### config.mk
export PLATFORM = sky130hd
export DESIGN_NAME = mem_arbiter_flat
export DESIGN_NICKNAME = d
export VERILOG_FILES = /design/src/rtl/mem_arbiter_if.sv /design/src/rtl/mem_arbiter.sv /design/src/flat_wrapper.sv
export SDC_FILE = /design/constraint.sdc
export NUM_CORES = 1
export LEC_CHECK = 0
export CAP_MARGIN = 40
export CELL_PAD_IN_SITES_DETAIL_PLACEMENT = 0
export CELL_PAD_IN_SITES_GLOBAL_PLACEMENT = 1
export CORE_ASPECT_RATIO = 1.1
export CORE_MARGIN = 10
export CORE_UTILIZATION = 29
export DETAILED_ROUTE_END_ITERATION = 10
export PLACE_DENSITY_LB_ADDON = 0.1
export SLEW_MARGIN = 10
export SYNTH_ARGS = -nofsm -noshare
export SYNTH_HDL_FRONTEND = slang
export SYNTH_SLANG_ARGS = --single-unit
### constraint.sdc
create_clock -name clk -period 2.9 [get_ports clk]
set_clock_uncertainty 0.2 [all_clocks]
set_input_delay 0.58 -clock clk [delete_from_list [all_inputs] [get_ports clk]]
set_output_delay 0.58 -clock clk [all_outputs]
set_load 0.005 [all_outputs]
### src/rtl/mem_arbiter_if.sv
// Bundle of the arbiter's pipeline, SRAM-controller and UART signals.
// The slave modport is the arbiter's view; the master modport is its surroundings.
interface mem_arbiter_if;
    logic        if_req;
    logic [15:0] if_addr;
    logic [15:0] if_rdata;
    logic        if_ack;
    logic        mem_req;
    logic        mem_we;
    logic [15:0] mem_addr;
    logic [15:0] mem_wdata;
    logic [15:0] mem_rdata;
    logic        mem_ack;
    logic        stall_if;
    logic        stall_mem;
    logic        sram_en;
    logic        sram_op;
    logic [17:0] sram_addr;
    logic [15:0] sram_wdata;
    logic [15:0] sram_rdata;
    logic        tsre;
    logic        tbre;
    logic        data_ready;
    logic [15:0] uart_rdata;
    logic [15:0] uart_wdata;
    logic        uart_oe;
    logic        rdn;
    logic        wrn;

    modport slave (
        input  if_req, if_addr, mem_req, mem_we, mem_addr, mem_wdata,
        input  sram_rdata, tsre, tbre, data_ready, uart_rdata,
        output if_rdata, if_ack, mem_rdata, mem_ack, stall_if, stall_mem,
        output sram_en, sram_op, sram_addr, sram_wdata,
        output uart_wdata, uart_oe, rdn, wrn
    );

    modport master (
        output if_req, if_addr, mem_req, mem_we, mem_addr, mem_wdata,
        output sram_rdata, tsre, tbre, data_ready, uart_rdata,
        input  if_rdata, if_ack, mem_rdata, mem_ack, stall_if, stall_mem,
        input  sram_en, sram_op, sram_addr, sram_wdata,
        input  uart_wdata, uart_oe, rdn, wrn
    );
endinterface

### src/rtl/mem_arbiter.sv
// Single-port memory arbiter: MEM-over-IF priority onto one SRAM port plus
// UART data/status registers, with timed strobe sequences and ack pulses.
module mem_arbiter #(
    parameter int          SRAM_CYCLES    = 2,
    parameter int          UART_CYCLES    = 2,
    parameter logic [15:0] UART_DATA_ADDR = 16'hBF00,
    parameter logic [15:0] UART_STAT_ADDR = 16'hBF01
) (
    input logic          clk,
    input logic          rst,
    mem_arbiter_if.slave bus
);
    typedef enum logic [1:0] {IDLE, SRAM, UART_RD, UART_WR} state_t;

    localparam logic [2:0] SRAM_CNT = 3'(SRAM_CYCLES);
    localparam logic [2:0] UART_CNT = 3'(UART_CYCLES);

    state_t      state_q, state_d;
    logic [2:0]  cnt_q, cnt_d;
    logic        owner_mem_q, owner_mem_d;
    logic        sram_en_q, sram_en_d;
    logic        sram_op_q, sram_op_d;
    logic [17:0] sram_addr_q, sram_addr_d;
    logic [15:0] sram_wdata_q, sram_wdata_d;
    logic        rdn_q, rdn_d;
    logic        wrn_q, wrn_d;
    logic        uart_oe_q, uart_oe_d;
    logic [15:0] uart_wdata_q, uart_wdata_d;
    logic        if_ack_q, if_ack_d;
    logic        mem_ack_q, mem_ack_d;
    logic [15:0] if_rdata_q, if_rdata_d;
    logic [15:0] mem_rdata_q, mem_rdata_d;

    // A requester whose ack is high this cycle still shows the finished request.
    logic if_elig, mem_elig;
    assign if_elig  = bus.if_req  & ~if_ack_q;
    assign mem_elig = bus.mem_req & ~mem_ack_q;

    always_comb begin
        state_d      = state_q;
        cnt_d        = cnt_q;
        owner_mem_d  = owner_mem_q;
        sram_en_d    = sram_en_q;
        sram_op_d    = sram_op_q;
        sram_addr_d  = sram_addr_q;
        sram_wdata_d = sram_wdata_q;
        rdn_d        = rdn_q;
        wrn_d        = wrn_q;
        uart_oe_d    = uart_oe_q;
        uart_wdata_d = uart_wdata_q;
        if_ack_d     = 1'b0;
        mem_ack_d    = 1'b0;
        if_rdata_d   = if_rdata_q;
        mem_rdata_d  = mem_rdata_q;

        unique case (state_q)
            IDLE: begin
                if (mem_elig) begin
                    owner_mem_d = 1'b1;
                    if (bus.mem_addr == UART_DATA_ADDR) begin
                        cnt_d = UART_CNT;
                        if (bus.mem_we) begin
                            state_d      = UART_WR;
                            wrn_d        = 1'b0;
                            uart_oe_d    = 1'b1;
                            uart_wdata_d = bus.mem_wdata;
                        end else begin
                            state_d = UART_RD;
                            rdn_d   = 1'b0;
                        end
                    end else if (bus.mem_addr == UART_STAT_ADDR) begin
                        // Status completes from IDLE; stores to it are silently acked.
                        mem_ack_d = 1'b1;
                        if (!bus.mem_we)
                            mem_rdata_d = {14'b0, bus.data_ready, bus.tsre & bus.tbre};
                    end else begin
                        state_d      = SRAM;
                        cnt_d        = SRAM_CNT;
                        sram_en_d    = 1'b1;
                        sram_op_d    = bus.mem_we;
                        sram_addr_d  = {2'b00, bus.mem_addr};
                        sram_wdata_d = bus.mem_wdata;
                    end
                end else if (if_elig) begin
                    owner_mem_d = 1'b0;
                    state_d     = SRAM;
                    cnt_d       = SRAM_CNT;
                    sram_en_d   = 1'b1;
                    sram_op_d   = 1'b0;
                    sram_addr_d = {2'b00, bus.if_addr};
                end
            end
            SRAM: begin
                if (cnt_q == 3'd1) begin
                    state_d   = IDLE;
                    cnt_d     = 3'd0;
                    sram_en_d = 1'b0;
                    if (owner_mem_q) begin
                        mem_ack_d = 1'b1;
                        if (!sram_op_q)
                            mem_rdata_d = bus.sram_rdata;
                    end else begin
                        if_ack_d   = 1'b1;
                        if_rdata_d = bus.sram_rdata;
                    end
                end else begin
                    cnt_d = cnt_q - 3'd1;
                end
            end
            UART_RD: begin
                if (cnt_q == 3'd1) begin
                    state_d     = IDLE;
                    cnt_d       = 3'd0;
                    rdn_d       = 1'b1;
                    mem_ack_d   = 1'b1;
                    mem_rdata_d = {8'b0, bus.uart_rdata[7:0]};
                end else begin
                    cnt_d = cnt_q - 3'd1;
                end
            end
            UART_WR: begin
                if (cnt_q == 3'd1) begin
                    state_d   = IDLE;
                    cnt_d     = 3'd0;
                    wrn_d     = 1'b1;
                    uart_oe_d = 1'b0;
                    mem_ack_d = 1'b1;
                end else begin
                    cnt_d = cnt_q - 3'd1;
                end
            end
            default: state_d = IDLE;
        endcase
    end

    always_ff @(posedge clk) begin
        if (rst) begin
            state_q      <= IDLE;
            cnt_q        <= 3'd0;
            owner_mem_q  <= 1'b0;
            sram_en_q    <= 1'b0;
            sram_op_q    <= 1'b0;
            sram_addr_q  <= 18'd0;
            sram_wdata_q <= 16'd0;
            rdn_q        <= 1'b1;
            wrn_q        <= 1'b1;
            uart_oe_q    <= 1'b0;
            uart_wdata_q <= 16'd0;
            if_ack_q     <= 1'b0;
            mem_ack_q    <= 1'b0;
            if_rdata_q   <= 16'd0;
            mem_rdata_q  <= 16'd0;
        end else begin
            state_q      <= state_d;
            cnt_q        <= cnt_d;
            owner_mem_q  <= owner_mem_d;
            sram_en_q    <= sram_en_d;
            sram_op_q    <= sram_op_d;
            sram_addr_q  <= sram_addr_d;
            sram_wdata_q <= sram_wdata_d;
            rdn_q        <= rdn_d;
            wrn_q        <= wrn_d;
            uart_oe_q    <= uart_oe_d;
            uart_wdata_q <= uart_wdata_d;
            if_ack_q     <= if_ack_d;
            mem_ack_q    <= mem_ack_d;
            if_rdata_q   <= if_rdata_d;
            mem_rdata_q  <= mem_rdata_d;
        end
    end

    assign bus.if_rdata   = if_rdata_q;
    assign bus.if_ack     = if_ack_q;
    assign bus.mem_rdata  = mem_rdata_q;
    assign bus.mem_ack    = mem_ack_q;
    assign bus.stall_if   = bus.if_req & ~if_ack_q;
    assign bus.stall_mem  = bus.mem_req & ~mem_ack_q;
    assign bus.sram_en    = sram_en_q;
    assign bus.sram_op    = sram_op_q;
    assign bus.sram_addr  = sram_addr_q;
    assign bus.sram_wdata = sram_wdata_q;
    assign bus.uart_wdata = uart_wdata_q;
    assign bus.uart_oe    = uart_oe_q;
    assign bus.rdn        = rdn_q;
    assign bus.wrn        = wrn_q;
endmodule

### src/flat_wrapper.sv
// flat-port wrapper written by rule: the top's interface ports become plain ports
module mem_arbiter_flat 
#(
    parameter int          SRAM_CYCLES    = 2,
    parameter int          UART_CYCLES    = 2,
    parameter logic [15:0] UART_DATA_ADDR = 16'hBF00,
    parameter logic [15:0] UART_STAT_ADDR = 16'hBF01
)
  (clk, rst, bus_if_req, bus_if_addr, bus_mem_req, bus_mem_we, bus_mem_addr, bus_mem_wdata, bus_sram_rdata, bus_tsre, bus_tbre, bus_data_ready, bus_uart_rdata, bus_if_rdata, bus_if_ack, bus_mem_rdata, bus_mem_ack, bus_stall_if, bus_stall_mem, bus_sram_en, bus_sram_op, bus_sram_addr, bus_sram_wdata, bus_uart_wdata, bus_uart_oe, bus_rdn, bus_wrn);
  mem_arbiter_if bus_i ();
  input logic clk;
  input logic rst;
  input wire logic [$bits(bus_i.if_req)-1:0] bus_if_req;
  input wire logic [$bits(bus_i.if_addr)-1:0] bus_if_addr;
  input wire logic [$bits(bus_i.mem_req)-1:0] bus_mem_req;
  input wire logic [$bits(bus_i.mem_we)-1:0] bus_mem_we;
  input wire logic [$bits(bus_i.mem_addr)-1:0] bus_mem_addr;
  input wire logic [$bits(bus_i.mem_wdata)-1:0] bus_mem_wdata;
  input wire logic [$bits(bus_i.sram_rdata)-1:0] bus_sram_rdata;
  input wire logic [$bits(bus_i.tsre)-1:0] bus_tsre;
  input wire logic [$bits(bus_i.tbre)-1:0] bus_tbre;
  input wire logic [$bits(bus_i.data_ready)-1:0] bus_data_ready;
  input wire logic [$bits(bus_i.uart_rdata)-1:0] bus_uart_rdata;
  output wire logic [$bits(bus_i.if_rdata)-1:0] bus_if_rdata;
  output wire logic [$bits(bus_i.if_ack)-1:0] bus_if_ack;
  output wire logic [$bits(bus_i.mem_rdata)-1:0] bus_mem_rdata;
  output wire logic [$bits(bus_i.mem_ack)-1:0] bus_mem_ack;
  output wire logic [$bits(bus_i.stall_if)-1:0] bus_stall_if;
  output wire logic [$bits(bus_i.stall_mem)-1:0] bus_stall_mem;
  output wire logic [$bits(bus_i.sram_en)-1:0] bus_sram_en;
  output wire logic [$bits(bus_i.sram_op)-1:0] bus_sram_op;
  output wire logic [$bits(bus_i.sram_addr)-1:0] bus_sram_addr;
  output wire logic [$bits(bus_i.sram_wdata)-1:0] bus_sram_wdata;
  output wire logic [$bits(bus_i.uart_wdata)-1:0] bus_uart_wdata;
  output wire logic [$bits(bus_i.uart_oe)-1:0] bus_uart_oe;
  output wire logic [$bits(bus_i.rdn)-1:0] bus_rdn;
  output wire logic [$bits(bus_i.wrn)-1:0] bus_wrn;
  assign bus_i.if_req = bus_if_req;
  assign bus_i.if_addr = bus_if_addr;
  assign bus_i.mem_req = bus_mem_req;
  assign bus_i.mem_we = bus_mem_we;
  assign bus_i.mem_addr = bus_mem_addr;
  assign bus_i.mem_wdata = bus_mem_wdata;
  assign bus_i.sram_rdata = bus_sram_rdata;
  assign bus_i.tsre = bus_tsre;
  assign bus_i.tbre = bus_tbre;
  assign bus_i.data_ready = bus_data_ready;
  assign bus_i.uart_rdata = bus_uart_rdata;
  assign bus_if_rdata = bus_i.if_rdata;
  assign bus_if_ack = bus_i.if_ack;
  assign bus_mem_rdata = bus_i.mem_rdata;
  assign bus_mem_ack = bus_i.mem_ack;
  assign bus_stall_if = bus_i.stall_if;
  assign bus_stall_mem = bus_i.stall_mem;
  assign bus_sram_en = bus_i.sram_en;
  assign bus_sram_op = bus_i.sram_op;
  assign bus_sram_addr = bus_i.sram_addr;
  assign bus_sram_wdata = bus_i.sram_wdata;
  assign bus_uart_wdata = bus_i.uart_wdata;
  assign bus_uart_oe = bus_i.uart_oe;
  assign bus_rdn = bus_i.rdn;
  assign bus_wrn = bus_i.wrn;
  mem_arbiter #(.SRAM_CYCLES(SRAM_CYCLES), .UART_CYCLES(UART_CYCLES), .UART_DATA_ADDR(UART_DATA_ADDR), .UART_STAT_ADDR(UART_STAT_ADDR)) u_core (.clk(clk), .rst(rst), .bus(bus_i));
endmodule
==> results.py <==
metrics = {
    "run": {
        "cap_violations": 0,
    },
    "power": {
        "peakVddDrop_v": 0.000266,
        "power_density_nw_per_um2": 567,
        "leakage_uw": 0.00227,
    },
    "drt": {
        "routed-wl-met3_um": 1010,
        "routedWlPerCell_um": 16.8,
        "drc": 0,
        "drt.antenna.violating_nets": 0,
        "met1_length_um": 5980,
        "first_pass_iters": 4,
        "top_layer_used": "met4",
        "drt_wl_total_um": 14200,
        "drt_iter0_markers": 290,
        "met2_length_um": 6960,
        "vias": 4018,
        "drt-vias-per-instance": 4.76,
    },
    "yosys": {
        "synth_edf_count": 0,
        "synth_area_um2": 4000,
        "synth.most_common_cell": "nand2_1",
        "yosysTopAreaCellShare": 0.466,
        "synthTopCellsByCount": "149 x nand2_1, 93 x dfxtp_1, 55 x a21oi_1",
        "ys_types": 54,
        "synth_top_area_cell": "dfxtp_1",
        "synthTopCellsByArea": "dfxtp_1 47%, nand2_1 14%, a21oi_1 6.9%",
        "ys_ff_latch": 93,
        "yosysWarnings": 0,
        "ys_seq_area_frac": 0.466,
        "avgSynthCellArea_um2": 8.16,
        "synthArstFlopShare": 0,
        "syn_inst": 490,
        "synthFlopType": "dfxtp_1",
    },
    "timing": {
        "layout_setup_ws_ns": 0.270,
        "relSlewSlack": 0.626,
        "whs_ns": 0.249,
        "fin_setup_tns_ns": 0,
        "hold_viol": 0,
        "grt_setup_unrepaired": "false",
        "fmax_mhz": 380,
        "setup_violations": 0,
        "min_period_over_period": 0.907,
        "maxSlewViolCount": 0,
        "worstMarginPinSlew_ns": 0.560,
        "post-route-min-period_ns": 2.63,
    },
    "cts": {
        "htree_num_levels": 3,
        "ctsResizeCount": 0,
        "cts_sinks": 93,
        "cts_setup_buffers": 0,
        "cts_hold_buf": 0,
        "numCtsBuffers": 9,
        "clockBufferDepth": 2,
        "cts-root-buf": "clkbuf_16",
        "clkTransAtPathRegs_ns": 0.06,
        "clock_latency_ns": 0.34,
        "cts_tree": "built",
    },
    "worst_setup_path": {
        "crit_required_ns": 2.12,
        "worstPathArrival_ns": 1.85,
        "crit_fanout": 7,
        "worstSetupPathType": "input port to output port",
        "worstSetupStartpointType": "input port",
        "reg2reg_slack_ns": 0.63,
        "end_kind": "output port",
    },
    "layout": {
        "seqCellArea_um2": 1860,
        "final_nets": 752,
        "multi_input_area_um2": 1930,
        "fillerInstances": 1350,
        "area_growth_pct": 58.6,
        "insertedDiodeCount": 0,
        "drive_gt1_frac": 0.0877,
        "instances_no_fill": 845,
    },
    "place": {
        "hpwl_um": 10900,
        "detailedPlace.worstSlack_ns": -0.0170,
        "place_inst": 829,
        "gp_congestion": 0.757,
        "io_buffers": 168,
    },
    "global_routing": {
        "grtUsageTotal": 0.145,
        "gr-total-overflow": 0,
        "grt_pass1_vias": 3995,
        "grt_pass1_wl_um": 22000,
        "antenna_found_initial": 0,
        "grt_max_degree": 45,
    },
    "die": {
        "rows": 44,
        "dieWidth_um": 132,
        "pin_count": 179,
        "core_area_um2": 13400,
        "die-area_um2": 18900,
        "start_util": 0.299,
        "die_y_um": 143,
    },
    "run_status": {
        "status": "finished clean",
    },
    "hold_path": {
        "hp-class": "register to register",
    },
}
-- sequential cells by signal, indices dropped and copies added, names as in the netlist --
signal and count:
u_core.bus.mem_ack 1, u_core.bus.rdn 1, u_core.bus.sram_op 1, u_core.cnt_q 3, u_core.bus.if_rdata 16, u_core.bus.if_ack 1
u_core.bus.uart_oe 1, u_core.bus.sram_addr 16, u_core.bus.wrn 1, u_core.state_q 2, u_core.bus.uart_wdata 16, u_core.bus.sram_en 1
u_core.bus.sram_wdata 16, u_core.owner_mem_q 1, u_core.bus.mem_rdata 16
-- logic make-up (layout without fill, tap and decap cells) --
logic type	Yosys count	count (layout)	synth area share
AO/OA/AOI/OAI	124	124	0.213
adder cells (fa/ha/maj)	8	8	0.0250
buffers and inverters	50	220	0.0541
flip-flops	93	93	0.466
other	1	2	0.000938
AND/OR/NAND/NOR	214	214	0.241
-- layout make-up --
cell class              count  share of cell area
multi-input cells         348               0.304
repair buffers            191               0.304
inverters                  13             0.00770
flip-flops and latches     93               0.294
clock inverters             7              0.0191
well taps                 184              0.0363
clock buffers               9              0.0355
-- per-stage QoR --
step | cell area, µm² | power (µW) | util
floorplan | 4000 | 1810 | -
global placement | 5990 | 2250 | 0.448
detailed placement | 5990 | 2270 | 0.448
CTS | 6340 | 3650 | 0.474
global route | 6340 | 3780 | 0.474
finish | 6340 | 3590 | 0.474
-- layer usage --
| metal | track usage | vias to the layer above |
|---|---|---|
| li1 | - | 2014 |
| met1 | 0.169 | 1880 |
| met2 | 0.241 | 111 |
| met3 | 0.0568 | 13 |
| met4 | 0.0428 | 0 |
| met5 | 0 | - |
-- critical path, stage by stage --
cell and delay [ns]:
clkdlybuf4s50_1 0.45, nand2b_1 0.06, inv_1 0.18, clkdlybuf4s50_1 0.57
-- final timing paths --
path	end	cells after the start	startpoint
worst max-delay path	bus_stall_mem	4	bus_mem_req
worst min-delay path	u_core.bus.uart_wdata[9]	2	u_core.bus.uart_wdata[9]
worst max register to register	u_core.bus.mem_rdata[9]	7	u_core.state_q[0]
worst min register to register	u_core.bus.uart_wdata[9]	2	u_core.bus.uart_wdata[9]
-- cells in the final DEF (no fill, tap or decap), types with 3 or more instances in the layout --
cell type / count
a31o_2: 8
inv_1: 12
buf_4: 17
bufinv_16: 3
nor2_1: 24
clkdlybuf4s50_1: 167
o31ai_1: 7
clkbuf_16: 9
o21ai_0: 5
a311oi_1: 17
nor3_1: 13
a21oi_1: 55
o211ai_1: 6
buf_12: 6
ha_1: 8
nand2_1: 149
nand3_1: 3
a22oi_1: 7
nand2b_1: 3
dfxtp_1: 93
nor2b_1: 5
-- where the power goes --
group,switching (µW),internal [µW]
clock,517,849
combinational,396,417
sequential,48.3,1370
Power figures use the tool's default switching activity.
